--- src/rtl/instruction_fetch_sequencer_pkg.sv ---
// Shared types and constants for the instruction fetch sequencer and its queue.
package instruction_fetch_sequencer_pkg;
  localparam logic [31:0] RESET_PC_DEFAULT = 32'h0000_0000;
  localparam logic [31:0] INSTR_BYTES      = 32'd4;
  localparam logic [31:0] WORD_ALIGN_MASK  = 32'hFFFF_FFFC;

  typedef enum logic [1:0] {
    Q_EMPTY = 2'd0,
    Q_ONE   = 2'd1,
    Q_FULL  = 2'd2
  } q_state_e;

  typedef struct packed {
    logic [31:0] instr;
    logic [31:0] pc;
  } q_entry_t;

  function automatic logic [31:0] align_word(input logic [31:0] addr);
    return addr & WORD_ALIGN_MASK;
  endfunction
endpackage

--- src/rtl/instruction_fetch_sequencer_if.sv ---
// Bus bundle between the fetch sequencer, program memory, execute redirect and decode.
interface instruction_fetch_sequencer_if #(
  parameter int DATA_WIDTH = 32
);
  import instruction_fetch_sequencer_pkg::*;

  logic                  fetch_enable;
  logic [DATA_WIDTH-1:0] imem_addr;
  logic [DATA_WIDTH-1:0] imem_instr;
  logic                  redirect_valid;
  logic [DATA_WIDTH-1:0] redirect_pc;
  // Decode stream: an entry transfers on a rising edge where out_valid and out_ready
  // are both high; out_valid never depends on out_ready, and out_* hold until accepted.
  logic                  out_valid;
  logic                  out_ready;
  logic [DATA_WIDTH-1:0] out_instr;
  logic [DATA_WIDTH-1:0] out_pc;
  logic [DATA_WIDTH-1:0] out_pc_plus4;
  logic                  misalign_err;
  q_state_e              q_state;

  modport master (
    input  fetch_enable, imem_instr, redirect_valid, redirect_pc, out_ready,
    output imem_addr, out_valid, out_instr, out_pc, out_pc_plus4, misalign_err, q_state
  );

  modport slave (
    output fetch_enable, imem_instr, redirect_valid, redirect_pc, out_ready,
    input  imem_addr, out_valid, out_instr, out_pc, out_pc_plus4, misalign_err, q_state
  );
endinterface

--- src/rtl/instruction_fetch_sequencer_fetch_queue.sv ---
// Two-entry instruction queue held as head/tail registers so decode sees registered outputs.
module instruction_fetch_sequencer_fetch_queue
  import instruction_fetch_sequencer_pkg::*;
(
  input  logic     clk,
  input  logic     reset,
  input  logic     push_i,
  input  logic     pop_i,
  input  logic     flush_i,
  input  q_entry_t push_entry_i,
  output q_entry_t head_o,
  output q_state_e state_o
);
  q_entry_t head_q;
  q_entry_t tail_q;
  q_state_e state_q;

  always_ff @(posedge clk or posedge reset) begin
    if (reset) begin
      state_q <= Q_EMPTY;
      head_q  <= '0;
      tail_q  <= '0;
    end else if (flush_i) begin
      state_q <= Q_EMPTY;
    end else begin
      case (state_q)
        Q_EMPTY: begin
          if (push_i) begin
            head_q  <= push_entry_i;
            state_q <= Q_ONE;
          end
        end
        Q_ONE: begin
          case ({push_i, pop_i})
            2'b10: begin
              tail_q  <= push_entry_i;
              state_q <= Q_FULL;
            end
            2'b01:   state_q <= Q_EMPTY;
            2'b11:   head_q  <= push_entry_i;
            default: state_q <= Q_ONE;
          endcase
        end
        Q_FULL: begin
          // A push here is only possible alongside a pop, refilling the freed slot.
          if (pop_i) begin
            head_q <= tail_q;
            if (push_i) tail_q  <= push_entry_i;
            else        state_q <= Q_ONE;
          end
        end
        default: state_q <= Q_EMPTY;
      endcase
    end
  end

  assign head_o  = head_q;
  assign state_o = state_q;
endmodule

--- src/rtl/instruction_fetch_sequencer.sv ---
// Owns the fetch PC, addresses the asynchronous ROM and feeds fetched words into the queue.
module instruction_fetch_sequencer
  import instruction_fetch_sequencer_pkg::*;
#(
  parameter int          DATA_WIDTH = 32,
  parameter logic [31:0] RESET_PC   = RESET_PC_DEFAULT
) (
  input  logic clk,
  input  logic reset,
  instruction_fetch_sequencer_if.master bus
);
  logic [DATA_WIDTH-1:0] fetch_pc_q, fetch_pc_d;
  logic                  misalign_q, misalign_d;
  logic                  push, pop;
  q_state_e              q_state;
  q_entry_t              head;
  q_entry_t              push_entry;

  assign pop  = (q_state != Q_EMPTY) & bus.out_ready;
  assign push = bus.fetch_enable & ~bus.redirect_valid & ((q_state != Q_FULL) | pop);

  assign push_entry.instr = bus.imem_instr;
  assign push_entry.pc    = fetch_pc_q;

  // Redirect outranks fetch; the pop of that cycle still completes inside the queue.
  always_comb begin
    fetch_pc_d = fetch_pc_q;
    misalign_d = misalign_q;
    if (bus.redirect_valid) begin
      fetch_pc_d = align_word(bus.redirect_pc);
      if (bus.redirect_pc[1:0] != 2'b00) misalign_d = 1'b1;
    end else if (push) begin
      fetch_pc_d = fetch_pc_q + INSTR_BYTES;
    end
  end

  always_ff @(posedge clk or posedge reset) begin
    if (reset) begin
      fetch_pc_q <= RESET_PC;
      misalign_q <= 1'b0;
    end else begin
      fetch_pc_q <= fetch_pc_d;
      misalign_q <= misalign_d;
    end
  end

  instruction_fetch_sequencer_fetch_queue u_queue (
    .clk          (clk),
    .reset        (reset),
    .push_i       (push),
    .pop_i        (pop),
    .flush_i      (bus.redirect_valid),
    .push_entry_i (push_entry),
    .head_o       (head),
    .state_o      (q_state)
  );

  assign bus.imem_addr    = fetch_pc_q;
  assign bus.out_valid    = (q_state != Q_EMPTY);
  assign bus.out_instr    = head.instr;
  assign bus.out_pc       = head.pc;
  assign bus.out_pc_plus4 = head.pc + INSTR_BYTES;
  assign bus.misalign_err = misalign_q;
  assign bus.q_state      = q_state;
endmodule

--- src/flat_wrapper.sv ---
// flat-port wrapper written by rule: the top's interface ports become plain ports
module instruction_fetch_sequencer_flat import instruction_fetch_sequencer_pkg::*;
#(
  parameter int          DATA_WIDTH = 32,
  parameter logic [31:0] RESET_PC   = RESET_PC_DEFAULT
)
  (clk, reset, bus_fetch_enable, bus_imem_instr, bus_redirect_valid, bus_redirect_pc, bus_out_ready, bus_imem_addr, bus_out_valid, bus_out_instr, bus_out_pc, bus_out_pc_plus4, bus_misalign_err, bus_q_state);
  instruction_fetch_sequencer_if #(.DATA_WIDTH(DATA_WIDTH)) bus_i ();
  input  logic clk;
  input  logic reset;
  input wire logic [$bits(bus_i.fetch_enable)-1:0] bus_fetch_enable;
  input wire logic [$bits(bus_i.imem_instr)-1:0] bus_imem_instr;
  input wire logic [$bits(bus_i.redirect_valid)-1:0] bus_redirect_valid;
  input wire logic [$bits(bus_i.redirect_pc)-1:0] bus_redirect_pc;
  input wire logic [$bits(bus_i.out_ready)-1:0] bus_out_ready;
  output wire logic [$bits(bus_i.imem_addr)-1:0] bus_imem_addr;
  output wire logic [$bits(bus_i.out_valid)-1:0] bus_out_valid;
  output wire logic [$bits(bus_i.out_instr)-1:0] bus_out_instr;
  output wire logic [$bits(bus_i.out_pc)-1:0] bus_out_pc;
  output wire logic [$bits(bus_i.out_pc_plus4)-1:0] bus_out_pc_plus4;
  output wire logic [$bits(bus_i.misalign_err)-1:0] bus_misalign_err;
  output wire logic [$bits(bus_i.q_state)-1:0] bus_q_state;
  assign bus_i.fetch_enable = bus_fetch_enable;
  assign bus_i.imem_instr = bus_imem_instr;
  assign bus_i.redirect_valid = bus_redirect_valid;
  assign bus_i.redirect_pc = bus_redirect_pc;
  assign bus_i.out_ready = bus_out_ready;
  assign bus_imem_addr = bus_i.imem_addr;
  assign bus_out_valid = bus_i.out_valid;
  assign bus_out_instr = bus_i.out_instr;
  assign bus_out_pc = bus_i.out_pc;
  assign bus_out_pc_plus4 = bus_i.out_pc_plus4;
  assign bus_misalign_err = bus_i.misalign_err;
  assign bus_q_state = bus_i.q_state;
  instruction_fetch_sequencer #(.DATA_WIDTH(DATA_WIDTH), .RESET_PC(RESET_PC)) u_core (.clk(clk), .reset(reset), .bus(bus_i));
endmodule
--- config.mk ---
export PLATFORM = sky130hd
export DESIGN_NAME = instruction_fetch_sequencer_flat
export DESIGN_NICKNAME = d
export VERILOG_FILES = /design/src/rtl/instruction_fetch_sequencer_pkg.sv /design/src/rtl/instruction_fetch_sequencer_if.sv /design/src/rtl/instruction_fetch_sequencer_fetch_queue.sv /design/src/rtl/instruction_fetch_sequencer.sv /design/src/flat_wrapper.sv
export SDC_FILE = /design/constraint.sdc
export NUM_CORES = 1
export LEC_CHECK = 0
export BUFFER_PORTS_ARGS = -buffer_cell sky130_fd_sc_hd__buf_2
export CORE_UTILIZATION = 40
export DETAILED_ROUTE_END_ITERATION = 10
export PLACE_DENSITY = 0.64
export SLEW_MARGIN = 20
export SYNTH_ARGS = -nofsm -noshare
export SYNTH_HDL_FRONTEND = slang
export SYNTH_SLANG_ARGS = --single-unit
--- constraint.sdc ---
create_clock -name clk -period 4.4 [get_ports clk]
set_input_delay 0.44 -clock clk [delete_from_list [all_inputs] [get_ports clk]]
set_output_delay 0.44 -clock clk [all_outputs]
set_load 0.005 [all_outputs]
# --- Word level (Yosys, flattened, before mapping) ---
# Index checks and enable logic that the tools add are counted.
totals:
  reg_bits: 163
  input_bits: 69
  out_inout_bits: 132
  wordCells: 54
classes:
  add_sub_neg: 2
  n_eq_ne: 15
  mux: 15
  bitwise_logic: 5
  reduce_logical: 10
op_table:
  columns: ["op", "n"]
  rows:
  - ["$mux W64", 5]
  - ["$pmux W64 S3", 1]
  - ["$pmux W64 S2", 1]
  - ["$add A32 B3 Y32 const B", 2]
  - ["$mux W32", 2]
  - ["$pmux W2 S3", 2]
  - ["$ne A2 B2 Y1 const B", 5]
  - ["$reduce_and A5 Y1", 2]
  - ["$ne A3 B3 Y1 const B", 3]
  - ["$mux W2", 4]
  - ["$reduce_bool A2 Y1", 4]
  - ["$eq A2 B2 Y1 const B", 3]
  - ["$eq A2 B1 Y1 const B", 2]
  - ["$reduce_and A4 Y1", 1]
  - ["$and A1 B1 Y1", 3]
  - ["$ne A3 B2 Y1 const B", 1]
  - ["$reduce_bool A3 Y1", 1]
  - ["$logic_not A2 Y1", 1]
  - ["$ne A2 B1 Y1 const B", 1]
  - ["$reduce_and A2 Y1", 1]
  - ["$not A1 Y1", 1]
  - ["$or A1 B1 Y1", 1]

# --- Logic depth before layout (Yosys ltp) ---
depth:
  depth_word: 8
  ltp_mapped: 9
  ltp_nobuf: 7

# --- Hierarchy ---
# A second synthesis with hierarchy kept.
hier_totals:
  cells_unflattened: 800
  hier_area_um2: 8205.4
by_module_without_submodules:
  columns: ["module", "instances", "cells_per_inst", "area_per_inst_um2", "seq_area_each_um2"]
  rows:
  - ["instruction_fetch_sequencer_fetch_queue", 1, 500, 5784.3, 3253.1]
  - ["instruction_fetch_sequencer", 1, 300, 2421.1, 775.7]

# --- Least setup slack after synthesis ---
# No wires, ideal clock.
synth_timing:
  kind: "reg2reg"
  from: "register u_core.u_queue.state_q[0], in the netlist u_core.u_queue.state_o[0]"
  to: "register u_core.u_queue.head_q (netlist bit u_core.u_queue.head_o[16])"
  setup_ns: 0.125
  t_arrival_ns: 1.919
  required_time_ns: 4.275
  slack_ns: 2.357
  stages_incl_launch_ff: 9
  path_buffers: 2
  period_less_slack_ns: 2.043
  cell_sequence: "dfrtp_1 inv_1 ha_1 nand2b_1 buf_6 nor2_4 o21ai_2 buf_6 mux2_2"
synth_between:
  elab_chain_len: 7
  word_cells_on_any_way: 15
  classes_between: "7 x eq/ne; 1 x mux; 3 x bitwise; 4 x reduce/logical"
synth_rtl:
  columns: ["item", "line", "source"]
  rows:
  - ["start: declaration", "instruction_fetch_sequencer_fetch_queue.sv:16", "q_state_e state_q;"]
  - ["start signal: assignment", "instruction_fetch_sequencer_fetch_queue.sv:20", "state_q <= Q_EMPTY;"]
  - ["start signal: assignment", "instruction_fetch_sequencer_fetch_queue.sv:24", "state_q <= Q_EMPTY;"]
  - ["start signal: assignment", "instruction_fetch_sequencer_fetch_queue.sv:30", "state_q <= Q_ONE;"]
  - ["$reduce_bool A2 Y1", "instruction_fetch_sequencer.sv:19", "assign pop = (q_state != Q_EMPTY) & bus.out_ready;"]
  - ["$and A1 B1 Y1", "instruction_fetch_sequencer.sv:19", null]
  - ["$or A1 B1 Y1", "instruction_fetch_sequencer.sv:20", "assign push = bus.fetch_enable & ~bus.redirect_valid & ((q_state != Q_FULL) | pop);"]
  - ["$and A1 B1 Y1", "instruction_fetch_sequencer.sv:20", null]
  - ["$eq A2 B2 Y1", "instruction_fetch_sequencer_fetch_queue.sv:34", "case ({push_i, pop_i})"]
  - ["$ne A2 B2 Y1 (no source line)", null, null]
  - ["$reduce_and A5 Y1 (no source line)", null, null]
  - ["end signal: assignment", "instruction_fetch_sequencer_fetch_queue.sv:29", "head_q <= push_entry_i;"]
  - ["end signal: assignment", "instruction_fetch_sequencer_fetch_queue.sv:40", "2'b11: head_q <= push_entry_i;"]
  - ["end signal: assignment", "instruction_fetch_sequencer_fetch_queue.sv:47", "head_q <= tail_q;"]
  - ["end: declaration", "instruction_fetch_sequencer_fetch_queue.sv:14", "q_entry_t head_q;"]
# Several ways; a longest one is shown, not always the timed one.
# A chain may end at the register's enable or synchronous reset.

# --- Worst setup path in the final report ---
layout_timing:
  from: "register u_core.u_queue.head_q (netlist bit u_core.u_queue.head_o[10])"
  to: "output port bus_out_pc_plus4[31]"
layout_between:
  elab_chain_len: 1
layout_rtl:
  columns: ["item", "line", "source"]
  rows:
  - ["$add A32 B3 Y32", "instruction_fetch_sequencer.sv:62", "assign bus.out_pc_plus4 = head.pc + INSTR_BYTES;"]
  - ["end: declaration", "flat_wrapper.sv:20", "output wire logic [$bits(bus_i.out_pc_plus4)-1:0] bus_out_pc_plus4;"]
# Every way passes these cells.

==> flow_summary_export.csv <==
group,metric,value,unit
detailed_routing,drc,0,
detailed_routing,ant_nets,0,
outcome,status,"finished, final reports clean",
run,max_cap_viol_count,0,
detailed_routing,drt-initial-drc-count,259,
synthesis,ys_seq_area_share,49.1,%
grt,grt_first_pass_wirelength,29.6,mm
clock_tree,path_clk_slew,0.06,ns
layout,syn_to_final_growth,22.2,%
placed_design,dp.cells,1089,
setup_path,arrival,2.55,ns
worst_hold_path,hold_path_class,"in2async",
layout,fin_nets,918,
setup_path,start_kind,"register",
sta,rsz0062_at_grt,"false",
sta,worst_slew_pin_slew,0.892,ns
synthesis,yosysUniqueCellTypes,51,
floorplanning,fp.dieW,143,um
floorplanning,dieArea,20600,um^2
sta,period_share,68.0,%
clock_tree,postCtsSetupRepairBufs,0,
sta,skew,0.00681,ns
floorplanning,die_y,143,um
sta,finalSetupViolations,0,
clock_tree,insertion_delay,0.42,ns
grt,antenna_found_initial,2,
sta,slew_viol_final,0,
synthesis,synthCells,657,
clock_tree,cts_made_buffers,17,
detailed_routing,drtPass1Iterations,4,
synthesis,yosysWarnings,0,
setup_path,endpoint_kind,"output pin",
pwr,power_density,601,nW/um^2
placed_design,dp_hpwl,13.0,mm
placed_design,gp_congestion,0.767,
sta,hold_ws,0.121,ns
synthesis,ys_seq_elements,157,
grt,grt_pass1_vias,5504,
layout,drive_gt1_share,49.5,%
setup_path,crit_family,"simple AND/OR/NAND/NOR gates",
floorplanning,ioPinCount,201,
grt,grt_max_degree,127,
synthesis,netlist_area,8000,um^2
clock_tree,ctsResizeCount,0,
pwr,leakage,0.00441,uW
floorplanning,rows,51,
clock_tree,cts_root_buf,"clkbuf_16",
clock_tree,clock-sinks,157,
detailed_routing,vias,5585,
setup_path,critPathBufInv,1,
clock_tree,clk_path_buf_depth,2,
grt,grt_usage,19.0,%
layout,finalNonFillerCells,1123,
setup_path,r2r_slack,1.69,ns
setup_path,crit_chain,"nand4_1 > nor2_1 > nand4_2 > nor3_1 > xor2_1 > buf_2",
detailed_routing,routedWlPerCell,16.6,um
floorplanning,coreArea,19500,um^2
floorplanning,initial_utilization,41.0,%
grt,overflow,0,
clock_tree,hold_buffers,0,
detailed_routing,routed_via_density,4.97,
setup_path,cp_slowest_cell,"nor3_1",
setup_path,cp_data_required_time,3.96,ns
sta,tns,0,ns
setup_path,path_class,"reg2out",
setup_path,cpPeakStageDelay,0.49,ns
placed_design,numPortBuffers,194,
sta,min_period,2.99,ns
sta,finalHoldViolations,0,
sta,fmax,334,MHz
layout,fillers,1811,
sta,slew_headroom,40.4,%
clock_tree,cts_tree,"yes",
clock_tree,htreeDepth,4,
synthesis,avgSynthCellArea,12.2,um^2
pwr,ir_worst_vdd,0.298,mV
setup_path,critPathMaxFanout,7,
detailed_routing,wl,18.6,mm
report_power, final:
group / leakage [uW] / switching (uW) / internal, uW
clock network: 0.000303 / 607 / 943
logic: 0.00222 / 761 / 1080
registers: 0.00189 / 440 / 2050
sequential cells by signal, summed over array words and instances, names as in the netlist:
register and flops:
u_core.bus.imem_addr 30, u_core.u_queue.tail_q 62, u_core.u_queue.head_o 62, u_core.bus.misalign_err 1, u_core.u_queue.state_o 2
synthesized netlist by cell type, drive strengths merged:
cell type | instances | area share [%]
a2111oi | 1 | 0.34
a211oi | 2 | 0.25
a21boi | 1 | 0.094
a21o | 2 | 0.22
a21oi | 4 | 0.25
a222oi | 1 | 0.13
a32oi | 1 | 0.11
and2 | 3 | 0.23
and2b | 1 | 0.11
and3 | 4 | 0.31
and4 | 3 | 0.33
buf | 28 | 2.8
clkbuf | 11 | 0.52
conb | 1 | 0.047
dfrtp | 157 | 49
ha | 6 | 0.94
inv | 14 | 0.66
mux2 | 176 | 25
mux2i | 11 | 1.4
nand2 | 56 | 2.6
nand2b | 5 | 0.39
nand3 | 23 | 1.4
nand3b | 3 | 0.28
nand4 | 16 | 1.5
nand4b | 1 | 0.11
nor2 | 17 | 0.89
nor2b | 1 | 0.078
nor3 | 11 | 0.75
nor3b | 1 | 0.094
nor4 | 5 | 0.73
o211ai | 1 | 0.094
o21a | 1 | 0.094
o21ai | 30 | 1.9
o22ai | 1 | 0.078
o31ai | 1 | 0.094
or4b | 1 | 0.13
xnor2 | 26 | 2.8
xor2 | 30 | 3.3
worst paths after layout:
kind,from,to,cells past startpoint
setup / recovery,u_core.u_queue.head_o[10],bus_out_pc_plus4[31],6
hold / removal,reset,u_core.u_queue.tail_q[46],2
setup reg to reg,u_core.u_queue.state_o[0],u_core.bus.imem_addr[26],7
hold reg to reg,u_core.bus.misalign_err,u_core.bus.misalign_err,1
max in group asynchronous,reset,u_core.u_queue.tail_q[31],3
min in group clk,bus_redirect_pc[30],u_core.bus.imem_addr[30],3
layer usage:
metal | share of wire [%] | global-route usage [%]
met1 | 45 | 24.5
met2 | 45 | 29.7
met3 | 8.8 | 6.90
met4 | 1.6 | 5.94
met5 | 0 | 0
placed cells by master, fill, tap and decap left out, drive strengths merged, types with 2 or more instances in the layout:
| cell | count |
|---|---|
| buf | 201 |
| nand4 | 16 |
| clkbuf | 20 |
| mux2 | 176 |
| and3 | 4 |
| inv | 16 |
| a21oi | 4 |
| nor3 | 11 |
| conb | 6 |
| and2 | 3 |
| clkinv | 4 |
| diode | 2 |
| clkinvlp | 3 |
| xnor2 | 26 |
| ha | 6 |
| and4 | 3 |
| mux2i | 11 |
| nand2b | 5 |
| bufinv | 3 |
| nand2 | 56 |
| a21o | 2 |
| nor2 | 17 |
| o21ai | 30 |
| nand3b | 3 |
| a211oi | 2 |
| nor4 | 5 |
| nand3 | 23 |
| dfrtp | 157 |
| xor2 | 30 |
layout make-up:
cell class | instances | area [um^2] | area share (%)
multi-input cells | 452 | 3800 | 38.8
clock buffers | 20 | 467 | 4.77
flip-flops and latches | 157 | 3930 | 40.2
inverters | 14 | 56.3 | 0.576
clock inverters | 12 | 159 | 1.62
well taps | 265 | 332 | 3.39
repair buffers | 201 | 1040 | 10.6
diodes | 2 | 5.00 | 0.0512
cells by family (layout without fill, tap and decap cells):
kind of cell | after synthesis | count (layout) | synth area share [%]
AOI/OAI and AO/OA | 46 | 46 | 3.67
xor gates and xnor gates | 56 | 56 | 6.13
adders and majority gates | 6 | 6 | 0.938
buffers and inverters | 53 | 247 | 3.97
DFF | 157 | 157 | 49.1
muxes | 187 | 187 | 26.1
other | 1 | 8 | 0.0469
and+or+nand+nor | 151 | 151 | 10.0
per-stage QoR:
stage	total power, uW	worst slack [ns]	util, %	area, um^2
final	5870	1.41	50.1	9780
after global placement	4320	1.75	46.9	9150
after detailed placement	4370	1.69	46.9	9150
after CTS	5950	1.37	50.1	9770
after global routing	6260	1.21	50.1	9770
after floorplan	3630	1.97	-	8030
Note: power is estimated with default switching activity, not from simulation.
